===== src/rtl/gearbox_tx.sv =====
// Transmit gearbox: packs IN_W-bit blocks MSB-first into a continuous OUT_W-bit word stream.
// Optional underrun counter enabled by defining GEARBOX_TX_UNDERRUN_CNT_EN.
module gearbox_tx #(
  parameter int unsigned IN_W  = 67,
  parameter int unsigned OUT_W = 20
) (
  input  logic             USER_CLK,
  input  logic             RESET_N,
  input  logic [IN_W-1:0]  DATA_IN,
  input  logic             DATA_IN_VALID,
  output logic             DATA_IN_RDY,
  output logic [OUT_W-1:0] DATA_OUT,
  output logic             DATA_OUT_VALID,
  output logic [15:0]      UNDERRUN_CNT
);

  localparam int unsigned BUF_W = IN_W + OUT_W - 1;
  localparam logic [6:0]  InW   = 7'(IN_W);
  localparam logic [6:0]  OutW  = 7'(OUT_W);

  logic [BUF_W-1:0] bits_q, bits_d, shifted, ins;
  logic [6:0]       cnt_q, cnt_d, rem;
  logic [OUT_W-1:0] data_out_q;
  logic             data_out_valid_q;
  logic             emit, rdy, acc;

  always_comb begin
    emit = (cnt_q >= OutW);
    rem  = emit ? (cnt_q - OutW) : cnt_q;
    rdy  = (rem < OutW);
  end

  assign DATA_IN_RDY = rdy & RESET_N;
  assign acc         = DATA_IN_VALID & rdy;

  // Unused low buffer bits stay zero, so a new block can simply be OR-ed in behind rem bits.
  always_comb begin
    shifted = emit ? (bits_q << OUT_W) : bits_q;
    ins     = {DATA_IN, {(BUF_W-IN_W){1'b0}}} >> rem;
    bits_d  = acc ? (shifted | ins) : shifted;
    cnt_d   = rem + (acc ? InW : 7'd0);
  end

  always_ff @(posedge USER_CLK or negedge RESET_N) begin
    if (!RESET_N) begin
      bits_q           <= '0;
      cnt_q            <= '0;
      data_out_q       <= '0;
      data_out_valid_q <= 1'b0;
    end else begin
      bits_q <= bits_d;
      cnt_q  <= cnt_d;
      if (emit) begin
        data_out_q       <= bits_q[BUF_W-1 -: OUT_W];
        data_out_valid_q <= 1'b1;
      end else begin
        data_out_q       <= '0;
        data_out_valid_q <= 1'b0;
      end
    end
  end

  assign DATA_OUT       = data_out_q;
  assign DATA_OUT_VALID = data_out_valid_q;

`ifdef GEARBOX_TX_UNDERRUN_CNT_EN
  logic        started_q;
  logic [15:0] underrun_q;

  // Idle cycles before the first emitted word are start-up, not underrun.
  always_ff @(posedge USER_CLK or negedge RESET_N) begin
    if (!RESET_N) begin
      started_q  <= 1'b0;
      underrun_q <= '0;
    end else if (emit) begin
      started_q <= 1'b1;
    end else if (started_q && (underrun_q != 16'hFFFF)) begin
      underrun_q <= underrun_q + 16'd1;
    end
  end

  assign UNDERRUN_CNT = underrun_q;
`else
  assign UNDERRUN_CNT = 16'h0000;
`endif

endmodule

===== config.mk =====
export PLATFORM = sky130hd
export DESIGN_NAME = gearbox_tx
export DESIGN_NICKNAME = d
export VERILOG_FILES = /design/src/rtl/gearbox_tx.sv
export SDC_FILE = /design/constraint.sdc
export NUM_CORES = 1
export LEC_CHECK = 0
export CELL_PAD_IN_SITES_DETAIL_PLACEMENT = 0
export CELL_PAD_IN_SITES_GLOBAL_PLACEMENT = 1
export CORE_MARGIN = 2
export CORE_UTILIZATION = 43
export DETAILED_ROUTE_END_ITERATION = 16
export PLACE_DENSITY = 0.88
export SLEW_MARGIN = 20
export SYNTH_ARGS = -nofsm -noshare
export SYNTH_HDL_FRONTEND = slang
export SYNTH_SLANG_ARGS = --single-unit

===== constraint.sdc =====
create_clock -name USER_CLK -period 6.65 [get_ports USER_CLK]
set_input_delay 1.6625 -clock USER_CLK [delete_from_list [all_inputs] [get_ports USER_CLK]]
set_output_delay 1.6625 -clock USER_CLK [all_outputs]
set_load 0.02 [all_outputs]

# After elaboration in Yosys (flattened, before gate mapping)
# Index checks and enable logic that the tools add are counted.
# totals
regBits	114
input_bits	70
output_inout_bits	38
wordCells	18
# op_classes
addsub	2
order_cmp	2
shifts	1
muxes	6
n_bitwise	3
# op_table
operator	count
86-bit two-way mux	2
86-bit bitwise OR	1
86-bit by 7-bit right shift with 86-bit output	1
20-bit two-way mux	1
7-bit two-way mux	2
7-bit adder	1
7-bit by 5-bit greater-or-equal comparator with 1-bit output (second input constant)	1
7-bit by 5-bit < comparator with 1-bit output (second input constant)	1
7-bit by 5-bit subtractor with 7-bit output (second input constant)	1
1-bit AND	2
1-bit two-way mux	1

# Longest topological paths before layout
# Gate-level depths: netlist of the first run.
# logic_depth
ltp_word	6
depth_mapped	16
depth_no_buf	11

# Least setup slack after synthesis of the first run
# OpenSTA, ideal clock, no wires.
# synth_path
path_kind	register to output
start	register cnt_q[3]
end	output DATA_IN_RDY
t_arrival_ps	2178
required_ps	4987
path_slack_ps	2810
path_stages_with_launch	10
path_cell_list	dfrtp_1 buf_2 inv_1 ha_1 nor4bb_1 buf_2 or4b_1 clkbuf_1 o22a_1 a21oi_1
# synth_via
elab_chain_len	4
elab_cells_between_ends	5
# synth_lines
item	line_no	rtl
start: declaration	22	logic [6:0] cnt_q, cnt_d, rem;
start signal: assignment	52	cnt_q <= cnt_d;
7-bit by 5-bit subtractor with 7-bit output / 7-bit by 5-bit greater-or-equal comparator with 1-bit output (equally long branches)	29, 28	
7-bit two-way mux (*)	29	rem = emit ? (cnt_q - OutW) : cnt_q;
7-bit by 5-bit < comparator with 1-bit output (*)	30	rdy = (rem < OutW);
1-bit AND (*)	33	assign DATA_IN_RDY = rdy & RESET_N;
end: declaration	11	output logic DATA_IN_RDY,
# Every way passes the cells marked *; elsewhere a longest branch is shown, timed or not.

# Worst setup path after layout of the first run
# layout_path
start	register cnt_q[2]
end	output DATA_IN_RDY
# Same word-level chain as after synthesis.

==> run_results.csv, run 1 <==
group,metric,value,unit
outcome,outcome,"finished, final reports clean",
critical_path,cp-end-kind,"output port",
logic_synthesis,async_flop_share,1.00,
clocking,clock_latency,420,ps
critical_path,r2r_slack,2360,ps
floorplanning,coreArea,20300,um2
routing,drtAntennaViolNets,0,
critical_path,worst-setup-path-type,"reg -> out",
sta,fmax,0.190,GHz
clocking,clockRootBuffer,"clkbuf_16",
logic_synthesis,synth_top_area_share,0.320,
worst_hold_path,hold_end,"DATA_OUT[19]",
routing,first_iter_violations,881,
placed_design,place_area,9890,um2
logic_synthesis,synth_edf_count,0,
cells_and_area,final_nets,1111,
cells_and_area,final_area,10500,um2
clocking,tritoncts,"yes",
floorplanning,die_w,148,um
worst_hold_path,holdPathStages,1,
cells_and_area,nFillCells,1942,
routing,viasPerCell,6.08,
global_route,grt_use_total,0.256,
critical_path,reg2reg_to,"bits_q[22]",
run,maxCapViolCount,0,
sta,setup_viol,0,
critical_path,critical_path.max_fanout,19,
critical_path,worstPathArrival,3610,ps
cells_and_area,multiInputGateArea,5600,um2
critical_path,crit_family,"buffers and inverters",
placed_design,portBuffers,91,
floorplanning,rows,52,
logic_synthesis,ys_ff_latch,114,
critical_path,worst-r2r-cell-count,11,
placed_design,gp_congestion,0.949,
logic_synthesis,synth_top_cell_by_area,"dfrtp_1",
clocking,clock-sinks,114,
clocking,postCtsSetupBuffers,0,
critical_path,worstPathCellList,"clkinv_1, ha_1, nor3b_1, mux2i_1, o22ai_1, nand2_1, a21oi_1, clkdlybuf4s50_1",
sta,fin_crit,5270,ps
sta,hold_viol,0,
cells_and_area,drive_gt1_frac,0.121,
critical_path,crit_buf_inv,2,
critical_path,cp-start-kind,"register",
clocking,cts_hold_buffers,0,
worst_hold_path,hold_class,"reg -> reg",
clocking,cts_buffers,17,
sta,finalMaxSlewViolations,0,
cells_and_area,seqCellArea,2860,um2
floorplanning,dieArea,21900,um2
worst_hold_path,min_from,"bits_q[85]",
sta,max_slew_margin,0.282,
placed_design,dp_hpwl,20.4,mm
clocking,cts_resized,0,
sta,rsz0062_at_grt,"false",
logic_synthesis,synth_top_cells_by_count,"nand2_1 (143), mux2i_1 (135), dfrtp_1 (114), nor2_1 (87), a21oi_1 (58)",
global_route,grt_pass1_vias,7732,
global_route,grt.overflow.total,0,
global_route,grt_max_degree,74,
global_route,antenna_found_initial,0,
critical_path,cpPeakStageDelay,740,ps
sta,skew,14.0,ps
clocking,clkSlewWorstSetupHoldPaths,60,ps
floorplanning,start_util,0.440,
sta,final_min_period_over_clock_period,0.792,
routing,drc,0,
logic_synthesis,synth_cell_types,61,
logic_synthesis,dominantRegCellSynth,"dfrtp_1",
critical_path,required,4990,ps
logic_synthesis,synth.top_cells.by_area,"dfrtp_1 (32%), mux2i_1 (15%), mux4_2 (7.8%)",
critical_path,r2r_start,"cnt_q[2]",
cells_and_area,area_growth,17.1,%
logic_synthesis,ys_warn_count,0,
routing,wl_per_cell,21.1,um
sta,max_slew.worst_pin.slew,1070,ps
global_route,grt_pass1_wl,43.8,mm
cells_and_area,diodes,0,
floorplanning,pin_count,108,
floorplanning,dieHeight,148,um
logic_synthesis,syn_area,8930,um2
clocking,clockBufferDepth,2,
clocking,htreeDepth,4,
routing,routed_wl,27.8,mm
logic_synthesis,netlist_instances,998,
routing,drt-pass1-iter-count,5,
logic_synthesis,yosysSeqAreaShare,0.320,
sta,tns,0,ps
logic_synthesis,syn_avg_cell_area,8.95,um2
logic_synthesis,synth_most_common_cell,"nand2_1",
routing,num_vias,8038,
critical_path,critical-path-slowest-cell,"dfrtp_1",
## area by class of cell
| type | instances | area share |
|---|---|---|
| clock buffer | 18 | 0.0410 |
| clock inverter | 14 | 0.0127 |
| inverter | 14 | 0.00514 |
| multi-input combinational | 783 | 0.535 |
| sequential | 114 | 0.273 |
| tap | 270 | 0.0323 |
| timing repair buffer | 108 | 0.100 |
## worst max-delay path by stage
stage / to / slack (ps) / cells past startpoint / from
after floorplan: DATA_IN_RDY / 2810 / 9 / cnt_q[3]
after global placement: DATA_IN_RDY / 1910 / 8 / cnt_q[2]
after detailed placement: DATA_IN_RDY / 1880 / 8 / cnt_q[2]
after CTS: DATA_IN_RDY / 1430 / 8 / cnt_q[2]
after global routing: DATA_IN_RDY / 1150 / 8 / cnt_q[2]
final: DATA_IN_RDY / 1380 / 8 / cnt_q[2]
## through the flow
step / cells / setup WS, ps / hold slack [ps] / utilization
after CTS: 1321 / 1430 / 474 / 0.515
final: 1321 / 1380 / 471 / 0.515
after floorplan: 1013 / 2810 / 438 / -
after detailed placement: 1289 / 1880 / 462 / 0.487
after global routing: 1321 / 1150 / 495 / 0.515
after global placement: 1289 / 1910 / 459 / 0.487
## layer usage
| metal | GRT usage | part of all wire |
|---|---|---|
| met1 | 0.372 | 0.44 |
| met2 | 0.391 | 0.45 |
| met3 | 0.0420 | 0.078 |
| met4 | 0.0881 | 0.030 |
| met5 | 0 | 0 |
## cell families (layout without fill, tap and decap cells)
group | Yosys count | in the layout | synth area share
compound gates | 234 | 234 | 0.174
flops | 114 | 114 | 0.320
mux | 196 | 196 | 0.267
other cells | 1 | 16 | 0.000420
simple gates | 322 | 322 | 0.160
fa+ha+maj | 3 | 3 | 0.00421
xor+xnor | 12 | 12 | 0.0118
buf+inv | 116 | 154 | 0.0622
## layout by cell type (no fill, tap or decap), types with 6 or more instances in the layout
master | netlist | final
a211oi_1 | 18 | 18
a21oi_1 | 58 | 57
a22oi_1 | 7 | 7
and2_1 | 24 | 23
buf_4 | 18 | 17
clkbuf_16 | 0 | 17
clkdlybuf4s50_1 | 0 | 90
conb_1 | 1 | 16
dfrtp_1 | 114 | 112
inv_1 | 11 | 11
mux2_2 | 28 | 28
mux2i_1 | 135 | 135
mux4_2 | 31 | 31
nand2_1 | 143 | 142
nand2b_1 | 6 | 6
nand3_1 | 16 | 16
nor2_1 | 87 | 87
nor2b_1 | 13 | 13
nor3_1 | 12 | 12
o211ai_1 | 10 | 10
o21ai_0 | 38 | 38
o221ai_1 | 33 | 33
o22ai_1 | 31 | 31
xnor2_1 | 11 | 9
## worst register-to-register path: stages, from the launching register on
cell and delay (ps):
dfrtp_1 740, ha_1 240, nor4bb_1 210, buf_4 210, nor4_4 50, buf_4 380, xnor2_2 830, buf_12 410
mux2i_1 520, mux2i_1 180, o221ai_1 290, nand3_1 110
## sequential cells by signal, summed over array words and instances, names as in the netlist
signal          flops
DATA_OUT           20
DATA_OUT_VALID      1
bits_q             86
cnt_q               7
Power of run 1 is left out: the tool's default activity adds up to more than one toggle a clock period on the data nets, which glitch-free logic cannot reach.
==> inputs of run 2 (changes only) <==
==> constraint.sdc (replaced) <==
create_clock -name USER_CLK -period 5.43 [get_ports USER_CLK]
set_input_delay 1.3575 -clock USER_CLK [delete_from_list [all_inputs] [get_ports USER_CLK]]
set_output_delay 1.3575 -clock USER_CLK [all_outputs]
set_load 0.02 [all_outputs]
==> run_results.csv, run 2 (synthesis gave the netlist of run 1 again) <==
group,metric,value,unit
outcome,outcome,"finished, final reports clean",
sta,max_slew_margin,0.386,
floorplanning,pin_count,108,
critical_path,cp-start-kind,"register",
worst_hold_path,hold_end,"DATA_OUT[9]",
global_route,grt_use_total,0.257,
routing,wl_per_cell,21.2,um
clocking,cts_resized,0,
floorplanning,rows,52,
clocking,clkSlewWorstSetupHoldPaths,60,ps
critical_path,r2r_slack,1350,ps
run,maxCapViolCount,0,
critical_path,worst-r2r-cell-count,11,
floorplanning,coreArea,20300,um2
clocking,tritoncts,"yes",
critical_path,worst-setup-path-type,"reg -> out",
clocking,clockRootBuffer,"clkbuf_16",
sta,final_min_period_over_clock_period,0.862,
clocking,cts_hold_buffers,0,
floorplanning,dieHeight,148,um
placed_design,place_area,9950,um2
worst_hold_path,min_from,"bits_q[75]",
global_route,grt.overflow.total,0,
routing,routed_wl,28.2,mm
global_route,antenna_found_initial,0,
sta,rsz0062_at_grt,"false",
routing,drt-pass1-iter-count,6,
clocking,postCtsSetupBuffers,0,
cells_and_area,final_area,10600,um2
cells_and_area,mostFrequentLayoutCell,"nand2_1",
sta,finalMaxSlewViolations,0,
placed_design,dp_hpwl,20.5,mm
routing,drtAntennaViolNets,0,
routing,num_vias,8075,
cells_and_area,diodes,0,
critical_path,critical_path.max_fanout,19,
floorplanning,start_util,0.440,
clocking,clock-sinks,114,
global_route,grt_max_degree,80,
floorplanning,die_w,148,um
routing,viasPerCell,6.07,
cells_and_area,area_growth,18.7,%
placed_design,portBuffers,91,
critical_path,reg2reg_to,"bits_q[82]",
sta,fmax,0.214,GHz
sta,skew,10.3,ps
sta,hold_viol,0,
critical_path,required,4070,ps
clocking,htreeDepth,4,
cells_and_area,nFillCells,1908,
clocking,clock_latency,420,ps
sta,tns,0,ps
cells_and_area,regMostFlops,"bits_q",
worst_hold_path,hold_class,"reg -> reg",
sta,max_slew.worst_pin.slew,912,ps
cells_and_area,multiInputGateArea,5600,um2
routing,drc,0,
placed_design,gp_congestion,0.938,
critical_path,cp-end-kind,"output port",
cells_and_area,drive_gt1_frac,0.125,
cells_and_area,largest_register_ffs,86,
clocking,clockBufferDepth,2,
cells_and_area,final_nets,1121,
cells_and_area,seqCellArea,2860,um2
critical_path,worstPathArrival,3320,ps
worst_hold_path,holdPathStages,1,
global_route,grt_pass1_wl,43.7,mm
routing,first_iter_violations,1025,
floorplanning,dieArea,21900,um2
sta,fin_crit,4680,ps
sta,setup_viol,0,
clocking,cts_buffers,17,
cells_and_area,final_cell_mix,"nand2_1 (143), mux2i_1 (135), dfrtp_1 (112)",
critical_path,r2r_start,"cnt_q[3]",
global_route,grt_pass1_vias,7697,
==> run 2: area by class of cell <==
class | instances | share of cell area
clock inverters | 12 | 0.0170
inverters | 14 | 0.00508
multi-input cells | 783 | 0.529
clock buffers | 20 | 0.0422
repair buffers | 118 | 0.105
flip-flops and latches | 114 | 0.270
well taps | 270 | 0.0319
==> run 2: stage by stage <==
stage | hold slack (ps) | util | setup slack [ps] | instances
after floorplan | 438 | - | 1890 | 1013
after global placement | 459 | 0.490 | 1280 | 1299
after detailed placement | 466 | 0.490 | 1290 | 1299
after CTS | 478 | 0.521 | 835 | 1331
after global routing | 497 | 0.522 | 570 | 1331
final | 477 | 0.522 | 751 | 1331
==> run 2: critical path: stages, from the launching register on <==
cell and delay, ps:
dfrtp_1 320, buf_4 230, clkinv_1 320, ha_1 440
nor3b_1 220, mux2i_1 100, o22ai_1 330, nand2_1 90
a21oi_1 190, clkdlybuf4s50_1 650
==> run 2: layer usage <==
layer / track usage / vias up / share of wire
met5: 0 / - / 0
met4: 0.0990 / 0 / 0.035
met3: 0.0344 / 67 / 0.063
met2: 0.399 / 442 / 0.46
met1: 0.368 / 3844 / 0.45
li1: - / 3722 / -
==> run 2: worst max-delay path by stage <==
stage	cells after the start	slack [ps]	to	startpoint
6_report	9	750	DATA_IN_RDY	cnt_q[2]
5_1_grt	9	570	DATA_IN_RDY	cnt_q[2]
4_1_cts	9	830	DATA_IN_RDY	cnt_q[2]
3_5_place_dp	8	1290	DATA_IN_RDY	cnt_q[3]
3_3_place_gp	9	1280	DATA_IN_RDY	cnt_q[2]
2_1_floorplan	9	1890	DATA_IN_RDY	cnt_q[3]
Power of run 2 is left out for the same reason.
